`config.mk`:
```
export PLATFORM = sky130hd
export DESIGN_NAME = key_event_arbiter
export DESIGN_NICKNAME = d
export VERILOG_FILES = /design/src/rtl/key_evt_pkg.sv /design/src/rtl/key_evt_fifo.sv /design/src/rtl/key_event_arbiter.sv
export SDC_FILE = /design/constraint.sdc
export NUM_CORES = 1
export LEC_CHECK = 0
export BUFFER_PORTS_ARGS = -buffer_cell sky130_fd_sc_hd__buf_2
export CORE_MARGIN = 10
export CORE_UTILIZATION = 40
export DETAILED_ROUTE_END_ITERATION = 8
export SYNTH_ARGS = -nofsm -noshare
export SYNTH_HDL_FRONTEND = slang
export SYNTH_SLANG_ARGS = --single-unit
```
`constraint.sdc`:
```
create_clock -name clk -period 4.6 [get_ports clk]
set_clock_uncertainty 0.2 [all_clocks]
set_input_delay 0.46 -clock clk [delete_from_list [all_inputs] [get_ports clk]]
set_output_delay 0.46 -clock clk [all_outputs]
set_load 0.01 [all_outputs]
```
`src/rtl/key_evt_pkg.sv`:
```
// Shared constants, types and the round-robin select helper for key_event_arbiter.
package key_evt_pkg;

  localparam int unsigned DEF_N_KEYS     = 4;
  localparam int unsigned DEF_FIFO_DEPTH = 4;
  localparam int unsigned MAX_KEYS       = 16;
  localparam int unsigned IDX_W          = 4;

  localparam int unsigned          DROP_CNT_W   = 8;
  localparam logic [DROP_CNT_W-1:0] DROP_CNT_MAX = '1;

  typedef struct packed {
    logic             found;
    logic [IDX_W-1:0] idx;
  } rr_sel_t;

  // First set request at or above ptr, wrapping modulo n.
  function automatic rr_sel_t rr_select(input logic [MAX_KEYS-1:0] req,
                                        input logic [IDX_W-1:0]    ptr,
                                        input int unsigned         n);
    rr_sel_t     r;
    int unsigned j;
    r.found = 1'b0;
    r.idx   = '0;
    for (int unsigned k = 0; k < MAX_KEYS; k++) begin
      if (k < n && !r.found) begin
        j = (32'(ptr) + k) % n;
        if (req[j]) begin
          r.found = 1'b1;
          r.idx   = IDX_W'(j);
        end
      end
    end
    return r;
  endfunction

endpackage

```
`src/rtl/key_evt_fifo.sv`:
```
// Shift-register event FIFO; head is always entry 0 and empty entries read as zero.
module key_evt_fifo
  import key_evt_pkg::*;
#(
  parameter  int unsigned CODE_W     = 2,
  parameter  int unsigned FIFO_DEPTH = DEF_FIFO_DEPTH,
  localparam int unsigned CNT_W      = $clog2(FIFO_DEPTH) + 1
) (
  input  logic              clk,
  input  logic              button1,
  input  logic              push,
  input  logic              pop,
  input  logic [CODE_W-1:0] din,
  output logic [CODE_W-1:0] dout,
  output logic [CNT_W-1:0]  count,
  output logic              full,
  output logic              empty
);

  logic [CODE_W-1:0] mem_q [FIFO_DEPTH];
  logic [CODE_W-1:0] mem_d [FIFO_DEPTH];
  logic [CNT_W-1:0]  count_q, count_d;
  logic [CNT_W-1:0]  wr_idx;
  logic              do_push, do_pop;

  assign full  = (count_q == CNT_W'(FIFO_DEPTH));
  assign empty = (count_q == '0);
  assign dout  = mem_q[0];
  assign count = count_q;

  always_comb begin
    do_push = push & ~full;
    do_pop  = pop & ~empty;
    // Shifting on pop keeps the head registered and clears vacated slots to zero.
    for (int unsigned i = 0; i < FIFO_DEPTH - 1; i++) begin
      mem_d[i] = do_pop ? mem_q[i+1] : mem_q[i];
    end
    mem_d[FIFO_DEPTH-1] = do_pop ? '0 : mem_q[FIFO_DEPTH-1];
    wr_idx = do_pop ? (count_q - CNT_W'(1)) : count_q;
    if (do_push) begin
      mem_d[wr_idx[CNT_W-2:0]] = din;
    end
    case ({do_push, do_pop})
      2'b10:   count_d = count_q + CNT_W'(1);
      2'b01:   count_d = count_q - CNT_W'(1);
      default: count_d = count_q;
    endcase
  end

  always_ff @(posedge clk or posedge button1) begin
    if (button1) begin
      count_q <= '0;
      for (int unsigned i = 0; i < FIFO_DEPTH; i++) begin
        mem_q[i] <= '0;
      end
    end else begin
      count_q <= count_d;
      for (int unsigned i = 0; i < FIFO_DEPTH; i++) begin
        mem_q[i] <= mem_d[i];
      end
    end
  end

endmodule

```
`src/rtl/key_event_arbiter.sv`:
```
// Round-robin key pulse arbiter feeding an event FIFO with valid/ready output.
// Optional per-drop counter output enabled by defining KEY_EVT_DROP_CNT_EN.
module key_event_arbiter
  import key_evt_pkg::*;
#(
  parameter  int unsigned N_KEYS     = DEF_N_KEYS,
  parameter  int unsigned FIFO_DEPTH = DEF_FIFO_DEPTH,
  localparam int unsigned CODE_W     = $clog2(N_KEYS),
  localparam int unsigned CNT_W      = $clog2(FIFO_DEPTH) + 1
) (
  input  logic              clk,
  input  logic              button1,
  input  logic [N_KEYS-1:0] key_pulse,
  output logic              evt_valid,
  output logic [CODE_W-1:0] evt_code,
  input  logic              evt_ready,
  output logic [N_KEYS-1:0] pending,
  output logic              overflow,
  output logic [CNT_W-1:0]  evt_count
`ifdef KEY_EVT_DROP_CNT_EN
  ,
  output logic [DROP_CNT_W-1:0] drop_cnt
`endif
);

  logic [N_KEYS-1:0]   pending_q, pending_d;
  logic [CODE_W-1:0]   ptr_q, ptr_d;
  logic                overflow_q, overflow_d;
  logic [N_KEYS-1:0]   grant_oh;
  logic [N_KEYS-1:0]   drop;
  logic [MAX_KEYS-1:0] req_ext;
  logic [IDX_W-1:0]    ptr_ext;
  rr_sel_t             sel;
  logic                push, pop;
  logic [CODE_W-1:0]   push_code;
  logic                fifo_full, fifo_empty;

  assign evt_valid = ~fifo_empty;
  assign pop       = evt_valid & evt_ready;
  assign pending   = pending_q;
  assign overflow  = overflow_q;

  always_comb begin
    req_ext               = '0;
    req_ext[N_KEYS-1:0]   = pending_q;
    ptr_ext               = '0;
    ptr_ext[CODE_W-1:0]   = ptr_q;
    sel                   = rr_select(req_ext, ptr_ext, N_KEYS);
    push                  = sel.found & ~fifo_full;
    push_code             = sel.idx[CODE_W-1:0];
    grant_oh              = '0;
    if (push) begin
      grant_oh[push_code] = 1'b1;
    end
    // A press landing on the cycle its key is granted re-arms the flag rather than dropping.
    drop       = key_pulse & pending_q & ~grant_oh;
    pending_d  = (pending_q & ~grant_oh) | key_pulse;
    overflow_d = overflow_q | (|drop);
    ptr_d      = ptr_q;
    if (push) begin
      ptr_d = (32'(push_code) == N_KEYS - 1) ? '0 : (push_code + CODE_W'(1));
    end
  end

  always_ff @(posedge clk or posedge button1) begin
    if (button1) begin
      pending_q  <= '0;
      ptr_q      <= '0;
      overflow_q <= 1'b0;
    end else begin
      pending_q  <= pending_d;
      ptr_q      <= ptr_d;
      overflow_q <= overflow_d;
    end
  end

`ifdef KEY_EVT_DROP_CNT_EN
  logic [DROP_CNT_W-1:0] drop_cnt_q, drop_cnt_d;
  logic [DROP_CNT_W:0]   drop_sum;
  logic [4:0]            n_drop;

  assign drop_cnt = drop_cnt_q;

  always_comb begin
    n_drop = '0;
    for (int unsigned i = 0; i < N_KEYS; i++) begin
      n_drop = n_drop + 5'(drop[i]);
    end
    drop_sum   = {1'b0, drop_cnt_q} + (DROP_CNT_W + 1)'(n_drop);
    drop_cnt_d = (drop_sum > {1'b0, DROP_CNT_MAX}) ? DROP_CNT_MAX : drop_sum[DROP_CNT_W-1:0];
  end

  always_ff @(posedge clk or posedge button1) begin
    if (button1) begin
      drop_cnt_q <= '0;
    end else begin
      drop_cnt_q <= drop_cnt_d;
    end
  end
`endif

  key_evt_fifo #(
    .CODE_W     (CODE_W),
    .FIFO_DEPTH (FIFO_DEPTH)
  ) u_fifo (
    .clk     (clk),
    .button1 (button1),
    .push    (push),
    .pop     (pop),
    .din     (push_code),
    .dout    (evt_code),
    .count   (evt_count),
    .full    (fifo_full),
    .empty   (fifo_empty)
  );

endmodule

```
==> summary.txt <==
Setup path
  • Req. time, crit path: 4.62 ns
  • CP endpoint kind: register
  • CP cell instances: inv_1 -> ha_1 -> a32oi_1 -> inv_1 -> ha_1 -> nor2_1 -> xor2_1
  • Crit Path Max Fanout: 11
  • Worst-path cell with the longest stage delay: a32oi_1
  • Worst Setup Path Type: register to register
  • Crit-path max cell delay: 0.66 ns
  • Critical path launch point type: register
  • Critical Path AT: 2.85 ns

Outcome
  • Outcome: completed

Worst hold path
  • Worst hold path class: primary input to async pin

Synthesis
  • Top_reg_cell synth: dfrtp_1
  • Syn Area/Cell: 9.953 um2
  • Mapped Area: 1095 um2
  • Mapped Cells: between 100 and 150
  • Top cell type's share of synthesized area: ~40%
  • Synth Warn #: 0
  • Dominant cells by area after synthesis: dfrtp_1 41%, mux2i_1 14%, ha_1 5.7%, nand2_1 4.8%, inv_1 2.7%
  • Synth cell types: 38
  • EDFF count, synth: 0
  • Post-synthesis net count: 122
  • Cell taking the most area after synthesis: dfrtp_1
  • Async SR Flop Fraction: 100.0%
  • Most common cell in the netlist: dfrtp_1
  • Top post-synthesis cells by count: 18 x dfrtp_1, 15 x mux2i_1, 14 x nand2_1
  • Yosys reg bits: 18
  • Register area share after synthesis: 41.14%

Detailed routing
  • Drt drc: 0
  • Drt pass-1 iters: 4
  • DR vias/cell: roughly 5.4
  • Routed length per instance: 14.23 um
  • Routed met2 length: ~1100 um
  • Drt total wl: 2205 um
  • DRT iter0 DRCs: 38
  • Metal3 WL: 126 um
  • Post-detailed-route count of antenna-violating nets: 0
  • Metal1 wirelength: 934 um
  • Routed via count: 842
  • Max Used Layer: met4

Power
  • Clock share of power: 10.1%
  • Power density over the cells: 803.9 nW/um2
  • Psw: 0.0004435 W
  • Switching portion of total power: 45.78%
  • Logic gate share of total power: just under 60%
  • Internal power: 0.0005252 W
  • Reg power frac: between 30% and 40%
  • Tot Pwr: just under 0.001 W
  • Cell leakage power: between 0.6 and 0.7 nW
  • VDD IR max: 0.0003606 V

Placed design
  • IO buf count: 17
  • RD Place Congestion: between 0.8 and 0.9
  • DP HPWL: 1768 um
  • Post-place setup slack: 1.763 ns
  • Placed cells: approximately 150

STA
  • Final worst path period share: 61.51%
  • Hold WS: 0.05915 ns
  • Final worst slack: around 1.8 ns
  • Final setup fails: 0
  • Slew at the pin with the worst max-slew slack: approximately 0.86 ns
  • Count of pins over their slew limit: 0
  • Max Clk Rate: between 300 and 400 MHz
  • RSZ-0062 raised after global routing: false
  • Endpoints failing hold: 0
  • Final min period: roughly 2.8 ns
  • TNS Setup: 0 ns
  • Max-slew headroom: 42.44%

Clock tree
  • Post-cts hold buffer count: 0
  • Clk Latency, worst-skew pair: 0.29 ns
  • Max Root-Sink Buffers: 2
  • H-tree depth: 1
  • Clock sink count: 18
  • CTS tree: yes
  • Postcts setup bufs: 0
  • Reg clk slew, reported paths: between 0.1 and 0.15 ns
  • Resized Gates After CTS: 0
  • CTS root buf: clkbuf_4
  • Inserted Clock Buffers: 3

Global routing
  • Largest net degree at the start of global routing: 19
  • First-pass GRT wire length: roughly 3800 um
  • Initial antenna violation count: 0
  • Tot GR Track Use: 8.810%
  • Vias in the first global route: 901
  • GRT Residual Overflow: 0

Layout
  • Ant. Diodes: 0
  • Share of cells above drive strength 1: 22.40%
  • FILL cells: approximately 240
  • Nets@finish: 138
  • Fin cells: 155
  • Multi-input logic area: approximately 550 um2
  • Syn-to-layout area delta: 10.06%
  • Register Area: 450.4 um2

Floorplan
  • Starting Density: a little over two fifths
  • Die Area: ~5200 um2
  • Core Region: 2545 um2
  • DIE HEIGHT: 72.32 um
  • Row cnt: 18
  • Num ports: 18
  • Chip Width: 72.32 um

Flow run
  • Max-Cap Viols: 0
flip-flops by register name (all words and copies together) (netlist names):
register,cells
u_fifo.mem_q,6
pending,4
u_fifo.count,3
ptr_q,2
u_fifo.dout,2
overflow,1
routing by layer:
layer  global-route usage, %  vias to the layer above
li1                        -                      416
met1                   9.690                      405
met2                   14.87                       19
met3                   2.857                        2
met4                   4.301                        0
met5                       0                        -
through the flow:
stage,utilization (%),area [um2]
4_1_cts,47.35,1205
3_3_place_gp,45.92,1169
6_report,47.35,1205
2_1_floorplan,-,1095
5_1_grt,47.35,1205
3_5_place_dp,45.92,1169
cells by family after synthesis:
group | count (synthesis) | share of synthesized area, %
simple gates | 33 | 15.77
compound gates | 20 | 12.91
flops | 18 | 41.14
buf+inv | 16 | 8.342
mux | 15 | 13.71
fa+ha+maj | 5 | 5.714
xor+xnor | 3 | 2.400
power groups by stage:
stage               Sequential [W]  Clock [W]  Combinational (W)
finish                    0.000312  0.0000976           0.000559
global route              0.000325   0.000107           0.000637
CTS                       0.000313   0.000102           0.000568
detailed placement        0.000317          0           0.000565
global placement          0.000314          0           0.000559
floorplan                 0.000307          0           0.000475
cell usage in the layout (no fill, tap or decap), types with 2 or more instances in the layout:
master     n
dfrtp_1   18
a21o_1     2
a31o_1     2
xnor2_1    2
nor2_1     3
clkbuf_4   3
o31ai_1    2
a21oi_1    3
buf_2     17
nand2_1   14
inv_1      8
ha_1       5
o21ai_0    2
mux2i_1   15
nor3_1     4
nand2b_1   2
nand4_1    2
final timing paths:
kind | startpoint | to | slack (ns) | depth (start not counted)
max | u_fifo.count[0] | u_fifo.count[2] | 1.77 | 7
min | button1 | u_fifo.mem_q[2] | 0.06 | 2
max reg2reg | u_fifo.count[0] | u_fifo.count[2] | 1.77 | 7
min reg2reg | overflow | overflow | 0.31 | 2
max in group asynchronous | button1 | u_fifo.dout[1] | 3.70 | 2
min in group clk | key_pulse[3] | pending[3] | 0.16 | 2
critical path: cells and delay by family, from the launching register on:
family	cells	cell delay, ns
AO/OA/AOI/OAI	1	0.66
XOR/XNOR	1	0.16
adder cells (fa/ha/maj)	2	0.68
buffers and inverters	2	0.41
flip-flops	1	0.50
AND/OR/NAND/NOR	1	0.15
cell type report:
cell class	instances	area share, %
multi-input combinational	76	45.90
sequential	18	37.38
timing repair buffer	17	7.061
inverter	10	3.531
tap	30	3.115
clock buffer	4	3.011
Note: power is estimated with default switching activity, not from simulation.
